### src/rtl/mem_stage_port_pkg.sv
// Shared types and helpers for the MEM-stage memory port.
// Latency: none (types and pure functions only).
// Backpressure: not applicable.
// Contents: FSM state enum, load/store funct3 encodings (rv32i set plus ld/lwu/sd),
//   byte-size mask helper, funct3 legality check for a given bus width.
package mem_stage_port_pkg;

   typedef enum logic [1:0] {
      IDLE = 2'd0,
      WAIT = 2'd1,
      HELD = 2'd2
   } mem_port_state_t;

   typedef enum logic [2:0] {
      F3_LB  = 3'b000,
      F3_LH  = 3'b001,
      F3_LW  = 3'b010,
      F3_LD  = 3'b011,
      F3_LBU = 3'b100,
      F3_LHU = 3'b101,
      F3_LWU = 3'b110
   } load_funct3_t;

   typedef enum logic [2:0] {
      F3_SB = 3'b000,
      F3_SH = 3'b001,
      F3_SW = 3'b010,
      F3_SD = 3'b011
   } store_funct3_t;

   // Byte-lane mask for an access size code (funct3[1:0]), before lane shifting.
   function automatic logic [7:0] size_mask(input logic [1:0] sz);
      case (sz)
         2'b00:   return 8'h01;
         2'b01:   return 8'h03;
         2'b10:   return 8'h0F;
         default: return 8'hFF;
      endcase
   endfunction

   // True when funct3 names an access the bus width can carry.
   // 64-bit-only sizes (ld/lwu/sd) are rejected on a 32-bit bus.
   function automatic logic funct3_legal(input logic [2:0] f3, input logic is_store,
                                         input int dw);
      if (is_store) begin
         if (f3 == F3_SD) return (dw == 64);
         return (f3[2] == 1'b0);
      end
      case (f3)
         F3_LD, F3_LWU: return (dw == 64);
         3'b111:        return 1'b0;
         default:       return 1'b1;
      endcase
   endfunction

endpackage

### src/rtl/mem_lane_align.sv
// Lane alignment for the MEM-stage port: store shift/byte enables, load extract, misalign detect.
// Latency: purely combinational.
// Backpressure: none; outputs follow inputs in the same cycle.
// Ports: funct3/is_write select size and direction; offset is addr[2:0];
//   store_data/mem_rdata in, byte_en/wdata/load_ext out; legal and misaligned flags.
module mem_lane_align
   import mem_stage_port_pkg::*;
#(
   parameter int DATA_WIDTH = 32
) (
   input  logic [2:0]              funct3,
   input  logic                    is_write,
   input  logic [2:0]              offset,
   input  logic [DATA_WIDTH-1:0]   store_data,
   input  logic [DATA_WIDTH-1:0]   mem_rdata,
   output logic                    legal,
   output logic                    misaligned,
   output logic [DATA_WIDTH/8-1:0] byte_en,
   output logic [DATA_WIDTH-1:0]   wdata,
   output logic [DATA_WIDTH-1:0]   load_ext
);
   localparam int BE_WIDTH = DATA_WIDTH / 8;
   localparam int OFF_W    = $clog2(BE_WIDTH);

   logic [OFF_W-1:0]      lane;
   logic [7:0]            mask8;
   logic [DATA_WIDTH-1:0] shifted;

   assign lane    = offset[OFF_W-1:0];
   assign mask8   = size_mask(funct3[1:0]);
   assign legal   = funct3_legal(funct3, is_write, DATA_WIDTH);
   assign byte_en = mask8[BE_WIDTH-1:0] << lane;
   assign wdata   = store_data << {lane, 3'b000};
   assign shifted = mem_rdata >> {lane, 3'b000};

   // Natural alignment: offset must be a multiple of the access size.
   always_comb begin
      misaligned = 1'b0;
      case (funct3[1:0])
         2'b01:   misaligned = offset[0];
         2'b10:   misaligned = (offset[1:0] != 2'b00);
         2'b11:   misaligned = (offset != 3'b000);
         default: misaligned = 1'b0;
      endcase
   end

   always_comb begin
      load_ext = shifted;
      case (funct3)
         F3_LB:   load_ext = DATA_WIDTH'($signed(shifted[7:0]));
         F3_LH:   load_ext = DATA_WIDTH'($signed(shifted[15:0]));
         F3_LW:   load_ext = DATA_WIDTH'($signed(shifted[31:0]));
         F3_LBU:  load_ext = DATA_WIDTH'(shifted[7:0]);
         F3_LHU:  load_ext = DATA_WIDTH'(shifted[15:0]);
         F3_LWU:  load_ext = DATA_WIDTH'(shifted[31:0]);
         default: load_ext = shifted;
      endcase
   end

endmodule

### src/rtl/mem_stage_port.sv
// MEM-stage memory port: issues one access per op, holds it until mem_resp, stalls meanwhile.
// Latency: strobe in the op's first cycle; load result valid in the mem_resp cycle, then held.
// Backpressure: busy stalls the pipeline until mem_resp; result held in HELD until advance.
// Ports: clk/rst_n (sync, active-low); op_read/op_write/funct3/addr/store_data from the MEM
//   stage; advance from global stall logic; mem_* to/from memory; busy, load_data, misaligned
//   and perf_stall_cnt/perf_access_cnt back to the core.
// Optional: define MEM_STAGE_PORT_PERF_EN to build the counters; otherwise they read 0.
module mem_stage_port
   import mem_stage_port_pkg::*;
#(
   parameter int ADDR_WIDTH = 32,
   parameter int DATA_WIDTH = 32
) (
   input  logic                    clk,
   input  logic                    rst_n,
   input  logic                    op_read,
   input  logic                    op_write,
   input  logic [2:0]              funct3,
   input  logic [ADDR_WIDTH-1:0]   addr,
   input  logic [DATA_WIDTH-1:0]   store_data,
   input  logic                    advance,
   input  logic                    mem_resp,
   input  logic [DATA_WIDTH-1:0]   mem_rdata,
   output logic                    mem_read,
   output logic                    mem_write,
   output logic [ADDR_WIDTH-1:0]   mem_address,
   output logic [DATA_WIDTH/8-1:0] mem_byte_en,
   output logic [DATA_WIDTH-1:0]   mem_wdata,
   output logic                    busy,
   output logic [DATA_WIDTH-1:0]   load_data,
   output logic                    misaligned,
   output logic [31:0]             perf_stall_cnt,
   output logic [31:0]             perf_access_cnt
);
   localparam int BE_WIDTH = DATA_WIDTH / 8;
   localparam int OFF_W    = $clog2(BE_WIDTH);

   mem_port_state_t       state;
   logic [DATA_WIDTH-1:0] rdata_q;

   logic                  req, legal, mis_raw, not_held, op, resp_ok;
   logic [BE_WIDTH-1:0]   be_lane;
   logic [DATA_WIDTH-1:0] wdata_lane, load_ext;

   mem_lane_align #(.DATA_WIDTH(DATA_WIDTH)) u_align (
      .funct3     (funct3),
      .is_write   (op_write),
      .offset     (addr[2:0]),
      .store_data (store_data),
      .mem_rdata  (mem_rdata),
      .legal      (legal),
      .misaligned (mis_raw),
      .byte_en    (be_lane),
      .wdata      (wdata_lane),
      .load_ext   (load_ext)
   );

   // HELD means the current MEM op already completed; nothing is reissued
   // and a stray mem_resp is ignored until the pipeline advances.
   assign req      = op_read | op_write;
   assign not_held = (state != HELD);
   assign op       = req & legal & ~mis_raw & not_held;
   assign resp_ok  = op & mem_resp;

   assign misaligned  = req & legal & mis_raw & not_held;
   assign mem_read    = op & op_read;
   assign mem_write   = op & op_write;
   assign mem_address = op ? {addr[ADDR_WIDTH-1:OFF_W], {OFF_W{1'b0}}} : '0;
   assign mem_byte_en = (op & op_write) ? be_lane : '0;
   assign mem_wdata   = (op & op_write) ? wdata_lane : '0;
   assign busy        = op & ~mem_resp;

   // Response data passes straight through in its cycle so the response cycle never stalls.
   assign load_data = misaligned           ? '0       :
                      (resp_ok & op_read)  ? load_ext : rdata_q;

   always_ff @(posedge clk) begin
      if (!rst_n) begin
         state   <= IDLE;
         rdata_q <= '0;
      end else begin
         if (resp_ok && op_read) rdata_q <= load_ext;
         case (state)
            IDLE: if (op) state <= mem_resp ? (advance ? IDLE : HELD) : WAIT;
            // op only vanishes here if the stage was flushed; do not strand the FSM.
            WAIT: if (!op)          state <= IDLE;
                  else if (mem_resp) state <= advance ? IDLE : HELD;
            HELD: if (advance)       state <= IDLE;
            default:                 state <= IDLE;
         endcase
      end
   end

`ifdef MEM_STAGE_PORT_PERF_EN
   logic [31:0] stall_q, access_q;

   always_ff @(posedge clk) begin
      if (!rst_n) begin
         stall_q  <= '0;
         access_q <= '0;
      end else begin
         if (busy)    stall_q  <= stall_q + 32'd1;
         if (resp_ok) access_q <= access_q + 32'd1;
      end
   end

   assign perf_stall_cnt  = stall_q;
   assign perf_access_cnt = access_q;
`else
   assign perf_stall_cnt  = '0;
   assign perf_access_cnt = '0;
`endif

endmodule

### config.mk
export PLATFORM = sky130hd
export DESIGN_NAME = mem_stage_port
export DESIGN_NICKNAME = d
export VERILOG_FILES = /design/src/rtl/mem_stage_port_pkg.sv /design/src/rtl/mem_lane_align.sv /design/src/rtl/mem_stage_port.sv
export SDC_FILE = /design/constraint.sdc
export NUM_CORES = 1
export LEC_CHECK = 0
export ABC_AREA = 1
export BUFFER_PORTS_ARGS = -buffer_cell sky130_fd_sc_hd__buf_2
export CAP_MARGIN = 20
export CORE_AREA = 2 2 106 108
export CTS_CLUSTER_DIAMETER = 40
export DETAILED_ROUTE_END_ITERATION = 10
export DIE_AREA = 0 0 108 110
export GPL_TIMING_DRIVEN = 0
export PLACE_DENSITY = 0.7
export SYNTH_ARGS = -nofsm -noshare
export SYNTH_HDL_FRONTEND = slang
export SYNTH_SLANG_ARGS = --single-unit
### constraint.sdc
create_clock -name clk -period 5.16 [get_ports clk]
set_input_delay 1.548 -clock clk [delete_from_list [all_inputs] [get_ports clk]]
set_output_delay 1.548 -clock clk [all_outputs]
set_load 0.02 [all_outputs]
Word-level counts from Yosys, hierarchy flattened

Cells that the tools add are included.

Output and inout port bits: 168
Bits in registers: 34
Logic and storage cells: 65

Bitwise logic cells: 14
Eq/ne operators: 15
Mux-type cells: 23
Reduce and logical (&&, ||, !) cells: 8
Shift operators: 3

Operator list:

| kind                                                | number |
|---|---|
| two-way mux 32 bit                                  | 4 |
| one-hot mux 32 bit (4 select lines)                 | 1 |
| << shifter 32 x 5 -> 32 bit                         | 1 |
| >> shifter 32 x 5 -> 32 bit                         | 1 |
| equality test 3 bit, second input constant          | 4 |
| two-way mux 2 bit                                   | 6 |
| one-hot mux 4 bit (3 select lines)                  | 1 |
| AND 1 bit                                           | 10 |
| two-way mux 1 bit                                   | 8 |
| equality test 2 bit, second input constant          | 3 |
| != test 2 bit, second input constant                | 3 |
| one-hot mux 2 bit (3 select lines)                  | 1 |
| equality test 2 x 1 -> 1 bit, second input constant | 2 |
| logical NOT 2 bit                                   | 2 |
| two-way mux 4 bit                                   | 1 |
| << shifter 4 x 2 -> 4 bit                           | 1 |
| equality test 3 x 1 -> 1 bit, second input constant | 1 |
| equality test 3 x 2 -> 1 bit, second input constant | 1 |
| logical NOT 3 bit                                   | 1 |
| != test 3 bit, second input constant                | 1 |
| inverter 1 bit                                      | 3 |
| one-hot mux 1 bit (3 select lines)                  | 1 |
| AND reduction 3 bit                                 | 1 |
| nonzero test 3 bit                                  | 1 |
| other kinds (4)                                     | 4 |

Longest topological paths before layout

Gate-level depths: netlist of run 1.

Depth in word-level cells: 13
Mapped depth: 13
Gate-level depth less buffers: 12

Hierarchy

Synthesis of run 1 repeated with hierarchy kept, for this count alone.

Cell total of the unflattened synthesis: 713
Area total of the unflattened synthesis: 3,920.0 um^2

By module, submodules not included:

| module         | cells an instance | seq. area each (um^2) | instances | area an instance (um^2) |
|---|---|---|---|---|
| mem_stage_port | 443               | 680.7                 | 1         | 2,562.5 |
| mem_lane_align | 270               | 0.0                   | 1         | 1,357.6 |

Least setup slack after synthesis of run 1

OpenSTA, ideal clock, no wires.

Kind: input port to output port
Start: input port funct3[1]
End: output port mem_byte_en[3]
Stages: 8
Slack: 397 ps
Arrival time: 3,215 ps
Path through: buf_4 -> o21a_1 -> nor2_4 -> nand2_4 -> nor2_4 -> inv_2 -> clkbuf_1 -> a211oi_1

Cells in the longest elaborated chain, start to end: 11
Elaborated cells between the ends (all ways): 23
Those cells by class: eq/ne: 6; shift: 1; mux: 9; bitwise: 5; reduce/logical: 2

RTL lines:

| element                      | RTL line                                           | RTL |
|---|---|---|
| start: declaration           | mem_stage_port.sv:18                               | `input logic [2:0] funct3,` |
| equality test 3 x 2 -> 1 bit | mem_stage_port_pkg.sv:46, mem_stage_port_pkg.sv:49 |  |
| two-way mux 1 bit            | mem_stage_port_pkg.sv:46                           | `if (f3 == F3_SD) return (dw == 64);` |
| two-way mux 1 bit            | mem_stage_port_pkg.sv:45                           | `if (is_store) begin` |
| two-way mux 1 bit            | mem_stage_port_pkg.sv:47                           | `return (f3[2] == 1'b0);` |
| two-way mux 1 bit            | mem_stage_port_pkg.sv:45                           |  |
| two-way mux 1 bit            | mem_stage_port_pkg.sv:49                           | `case (f3)` |
| AND 1 bit                    | mem_stage_port.sv:62                               | `assign op = req & legal & ~mis_raw & not_held;` |
| AND 1 bit (*) (2 in a row)   | mem_stage_port.sv:62                               |  |
| AND 1 bit (*)                | -                                                  |  |
| net mem_write                | mem_stage_port.sv:25                               | `output logic mem_write,` |
| two-way mux 4 bit (*)        | mem_stage_port.sv:69                               | `assign mem_byte_en = (op & op_write) ? be_lane : '0;` |
| end: declaration             | mem_stage_port.sv:27                               | `output logic [DATA_WIDTH/8-1:0] mem_byte_en,` |

The timed path passes the listed nets; every way through them passes the cells marked *. The select of a mux whose other input is x is not followed.

Worst setup path after layout of run 1

Start: input port addr[0]
End: output port mem_byte_en[3]

Cells in the longest elaborated chain, start to end: 7
Elaborated cells between the ends (all ways): 9
Those cells by class: shift: 1; mux: 2; bitwise: 4; reduce/logical: 2

RTL lines:

| element                                                         | RTL line                                   | RTL |
|---|---|---|
| start: declaration                                              | mem_stage_port.sv:19                       | `input logic [ADDR_WIDTH-1:0] addr,` |
| nonzero test 3 bit / nonzero test 2 bit (equally long branches) | mem_lane_align.sv:42, mem_lane_align.sv:41 |  |
| one-hot mux 1 bit (3 select lines)                              | mem_lane_align.sv:39                       | `case (funct3[1:0])` |
| inverter 1 bit                                                  | mem_stage_port.sv:62                       |  |
| AND 1 bit (2 in a row)                                          | mem_stage_port.sv:62                       |  |
| AND 1 bit                                                       | mem_stage_port.sv:69                       |  |
| two-way mux 4 bit (*)                                           | mem_stage_port.sv:69                       |  |

Mark *: on every way between the ends. The rest lies on a longest branch, timed or not.

==> results.cfg, run 1 <==
[run_status]
status = complete, no violations

[clock_tree]
insertion_delay_ns = 0.29
htreeDepth = 2
numCtsBuffers = 5
cts_tree = done
cts_resized = 0
cts_root_buf = clkbuf_8
cts_hold_buf = 0
cts.sinks = 34
cts_buffer_depth = 2
cts.reportedPaths.clkPinSlew_ns = 0.07
cts_post_setup_buffers_inserted = 0

[critical_path]
cpLargestDelayFamily = buffers and inverters
critPathRequiredTime_ns = 3.61
path_cells = buf_2, inv_2, nand2_2, nand2_1, nand2_1, nor2_4, nand2_4, nor2_4, inv_2, clkbuf_2, a211oi_2, buf_2
cp.buffers_inverters = 5
cpPeakStageDelay_ns = 0.24
worstSetupStartpointType = input pin
slowest_stage = clkbuf_2
end_kind = output pin
critical_path_class = input pin to output pin
crit_arrival_ns = 3.44
crit_fanout = 10

[floorplanning]
initial_core_util = 0.340
core_area_um2 = 10700
dieArea_um2 = 11900
rows = 38
pin_count = 273
die_w_um = 108
die_h_um = 110

[sta]
skew_ns = 0.00524
slew_headroom = 0.575
rsz0062_at_grt = no
fin_crit_sh = 0.967
worst_pin_slew_ns = 0.637
slew_violations = 0
finalSetupViolCount = 0
timing.hold.ws_ns = 0.502
max_freq_mhz = 200
min_period_ns = 4.99
tns_ns = 0
finalHoldViolations = 0

[synth]
synthCells = 667
synth_area_per_cell_um2 = 5.45
ys_seq_area_frac = 0.187
ys_warn_count = 0
syn_area_um2 = 3630
synth_seq_cells = 34
synth_cell_types = 30

[route]
num_vias = 4678
drc_errors = 0
topRoutingLayerUsed = met4
wirelength_um = 13800
first_pass_iters = 5
avgViaCountPerCell = 4.31
ant_nets = 0
wl_met3_um = 1090
wl_met1_um = 6180
drt-initial-drc-count = 275
wl_met2_um = 6270
wl_per_cell_um = 12.8

[layout]
drive_above_1_share = 0.332
final_common_cell = buf_2
layout_common_cells = 212 x buf_2, 176 x nor2_1, 142 x nand2_1
fillerInstances = 1207
syn_to_final_growth_pct = 43.2
final_nets = 1050
design_area_um2 = 5200
diodes = 0

[place]
place_area_um2 = 5080
portBuffers = 206
dp_hpwl_um = 11400
gp_congestion = 0.910

[global_route]
grt_start_max_net_pins = 11
grt_overflow_total = 0
grt_antenna_before_repair = 1
grt_pass1_vias = 4143
track_usage = 0.222
grt_pass1_wl_um = 20900

[power_and_ir_drop]
vdd_drop_max_v = 0.0000895
p_leak_nw = 3.32
powerDensity_nw_per_um2 = 177

[flow_run]
max_cap_viol_count = 0

[min_path]
worstHoldPathType = flop to flop
-- report_power, final --
group          switching [mW]  total, mW  internal (mW)
clock network          0.0982      0.253          0.155
registers             0.00242      0.273          0.270
logic                   0.257      0.394          0.137
-- final cells by class --
type                       count  area (µm²)  share of cell area
multi-input combinational    518        2250               0.432
clock buffer                   6        82.6              0.0159
tap                          140         175              0.0337
timing repair buffer         206        1030               0.198
sequential                    34         681               0.131
inverter                      75         282              0.0541
clock inverter                 1        30.0             0.00577
buffer                       105         673               0.129
-- tightest hold or removal path: stages (launching register included) --
cell and delay (ns):
dfxtp_1 0.31, o21ai_1 0.08, nor2_1 0.08
-- cell usage after synthesis --
cell type,number,area [µm²]
a211oi_1,9,67.6
a21oi_1,10,50.1
a31oi_1,1,6.26
buf_1,1,3.75
buf_2,6,30.0
buf_4,68,510
buf_6,2,22.5
clkbuf_1,28,105
conb_1,1,3.75
dfxtp_1,34,681
inv_1,64,240
inv_2,11,41.3
nand2_1,142,533
nand2_2,2,12.5
nand2_4,2,22.5
nand3_1,14,70.1
nand3_2,2,20.0
nand4_1,8,50.1
nor2_1,176,661
nor2_4,3,33.8
nor2_8,1,20.0
nor3_1,8,40.0
nor3_2,1,10.0
nor3_4,1,16.3
nor4_1,8,50.1
o21a_1,1,7.51
o21ai_0,54,270
o21ai_1,1,5.00
o22ai_1,7,43.8
or2_1,1,6.26
-- sequential cells by signal (all words and copies together), names as in the netlist --
| name | cells |
|---|---|
| state | 2 |
| rdata_q | 32 |
-- layer usage --
metal / GRT usage / vias to the layer above
met5: 0 / -
met4: 0.0769 / 0
met3: 0.0406 / 22
met2: 0.354 / 193
met1: 0.302 / 1973
li1: - / 2490
-- cell families after synthesis --
logic type | synth area share
and+or+nand+nor | 0.425
buffers and inverters | 0.262
AOI/OAI and AO/OA | 0.124
DFF | 0.187
other | 0.00103
-- worst paths after layout --
kind                            cells past startpoint       start  slack (ns)              to
worst max-delay path                               12     addr[0]        0.17  mem_byte_en[3]
worst min-delay path                                2  rdata_q[7]        0.50      rdata_q[7]
worst max register to register                     10    state[0]        3.31      rdata_q[6]
worst min register to register                      2  rdata_q[7]        0.50      rdata_q[7]
-- metrics by stage --
stage	setup slack, ns	total power, mW	cells	util
detailed placement	0.0431	0.668	1078	0.475
global placement	0.0334	0.667	1078	0.475
floorplan	0.397	0.549	732	-
global route	0.0129	0.976	1085	0.486
finish	0.170	0.920	1085	0.486
CTS	0.0272	0.920	1085	0.486
Power figures use the tool's default switching activity.
==> run 2: changes to the inputs <==
--- a/config.mk
+++ b/config.mk
@@ -9,10 +9,12 @@
 export BUFFER_PORTS_ARGS = -buffer_cell sky130_fd_sc_hd__buf_2
 export CAP_MARGIN = 20
 export CORE_AREA = 2 2 106 108
+export CTS_BUF_LIST = sky130_fd_sc_hd__clkbuf_8
 export CTS_CLUSTER_DIAMETER = 40
 export DETAILED_ROUTE_END_ITERATION = 10
 export DIE_AREA = 0 0 108 110
 export GPL_TIMING_DRIVEN = 0
+export MAX_ROUTING_LAYER = met4
 export PLACE_DENSITY = 0.7
 export SYNTH_ARGS = -nofsm -noshare
 export SYNTH_HDL_FRONTEND = slang
==> run 2 against run 1 <==
Non-clock buffer count grew 3; routed wire length grew 1.1%; total power grew 5.7%; flip-flop and latch count is the same; critical path type unchanged; first-iteration DRC count grew 19%; clock skew grew 0.011 ns; critical path depth grew 1.
==> results.cfg, run 2 (same netlist as run 1, synthesis figures left out) <==
[route]
wirelength_um = 14000
wl_per_cell_um = 12.8
drc_errors = 0
ant_nets = 0
first_pass_iters = 5
avgViaCountPerCell = 4.37
num_vias = 4775
drt-initial-drc-count = 327

[sta]
skew_ns = 0.0161
slew_headroom = 0.580
timing.hold.ws_ns = 0.505
finalHoldViolations = 0
max_freq_mhz = 201
min_period_ns = 4.97
slew_violations = 0
fin_crit_sh = 0.964
rsz0062_at_grt = yes
worst_pin_slew_ns = 0.630
finalSetupViolCount = 0

[floorplanning]
die_h_um = 110
pin_count = 273
core_area_um2 = 10700
rows = 38
initial_core_util = 0.340
dieArea_um2 = 11900
die_w_um = 108

[clock_tree]
cts.reportedPaths.clkPinSlew_ns = 0.09
cts_buffer_depth = 2
htreeDepth = 2
numCtsBuffers = 5
cts_tree = done
insertion_delay_ns = 0.30
cts.sinks = 34
cts_root_buf = clkbuf_8

[critical_path]
end_kind = output pin
worstSetupStartpointType = input pin
critPathRequiredTime_ns = 3.61
critical_path_class = input pin to output pin
reg2reg_slack_ns = 3.30
rr_endpoint = rdata_q[6]
reg2reg_depth = 10
crit_fanout = 10
crit_arrival_ns = 3.43
r2r-start = state[0]

[layout]
final_common_cell = buf_2
regMostFlops = rdata_q
regArea_um2 = 681
drive_above_1_share = 0.336
layout_common_cells = 211 x buf_2, 176 x nor2_1, 142 x nand2_1
final_nets = 1053
top_regs = rdata_q: 32 flops, state: 2 flops
syn_to_final_growth_pct = 44.9
largest_reg_flops = 32
multiInputGateArea_um2 = 2250
utilization = 0.492
fillerInstances = 1224

[power_and_ir_drop]
p_leak_nw = 3.35
vdd_drop_max_v = 0.0000998
powerDensity_nw_per_um2 = 185

[run_status]
status = complete, no violations

[place]
portBuffers = 206
gp_congestion = 0.915
dp_hpwl_um = 11400

[min_path]
min_to = rdata_q[7]
min_path_cells = 2
worstHoldPathType = flop to flop
min-delay-start = rdata_q[7]

[global_route]
grt_start_max_net_pins = 13
grt_pass1_wl_um = 20600
grt_pass1_vias = 4070
grt_antenna_before_repair = 3
track_usage = 0.228
grt_overflow_total = 0

[flow_run]
max_cap_viol_count = 0
## run 2: worst max path at each step
stage | start | end
4_1_cts | addr[0] | mem_byte_en[3]
6_report | addr[0] | load_data[6]
5_1_grt | addr[0] | load_data[6]
3_5_place_dp | addr[0] | mem_byte_en[3]
3_3_place_gp | addr[0] | mem_byte_en[3]
2_1_floorplan | funct3[1] | mem_byte_en[3]
## run 2: area by class of cell
| class | instances | area share |
|---|---|---|
| diodes | 3 | 0.00143 |
| plain buffers | 105 | 0.129 |
| clock buffers | 5 | 0.0131 |
| clock inverters | 3 | 0.0131 |
| inverters | 75 | 0.0535 |
| multi-input cells | 518 | 0.427 |
| flip-flops and latches | 34 | 0.129 |
| well taps | 140 | 0.0333 |
| repair buffers | 209 | 0.200 |
## run 2: what timing repair did
item                                    4_1_cts  5_1_grt
endpoints found under the setup margin        0       15
resized for setup                             0        8
hold buffers                                  0        0
buffers inserted                              0        3
## run 2: report_power, final
group          internal, mW  switching [mW]  leakage [nW]
combinational         0.138           0.258          3.00
clock                 0.194           0.110        0.0684
sequential            0.270         0.00235         0.275
## run 2: metal layers
| layer | part of all wire | wire [µm] | track usage |
|---|---|---|---|
| met1 | 0.43 | 6050 | 0.308 |
| met2 | 0.47 | 6550 | 0.360 |
| met3 | 0.083 | 1160 | 0.0329 |
| met4 | 0.016 | 224 | 0.0549 |
| met5 | 0 | 0 | - |
## run 2: worst max-delay path, stage by stage
cell and delay [ns]:
buf_2 0.12, inv_2 0.13, nand2_2 0.16, nand2_1 0.10
nand2_1 0.08, nor2_4 0.15, nand2_4 0.14, nor3_4 0.30
clkbuf_4 0.26, nand2_1 0.07, o21ai_0 0.11, nor2_1 0.07
buf_2 0.17
## run 2: per-stage QoR
step / TNS (ns) / total power [mW] / instance area, µm² / worst slack, ns / std cells
6_report: 0 / 0.972 / 5260 / 0.186 / 1092
5_1_grt: -0.0319 / 1.02 / 5260 / -0.0199 / 1092
3_5_place_dp: 0 / 0.668 / 5080 / 0.0615 / 1078
2_1_floorplan: 0 / 0.549 / 3880 / 0.397 / 732
4_1_cts: 0 / 0.968 / 5220 / 0.0433 / 1086
3_3_place_gp: 0 / 0.667 / 5080 / 0.0153 / 1078
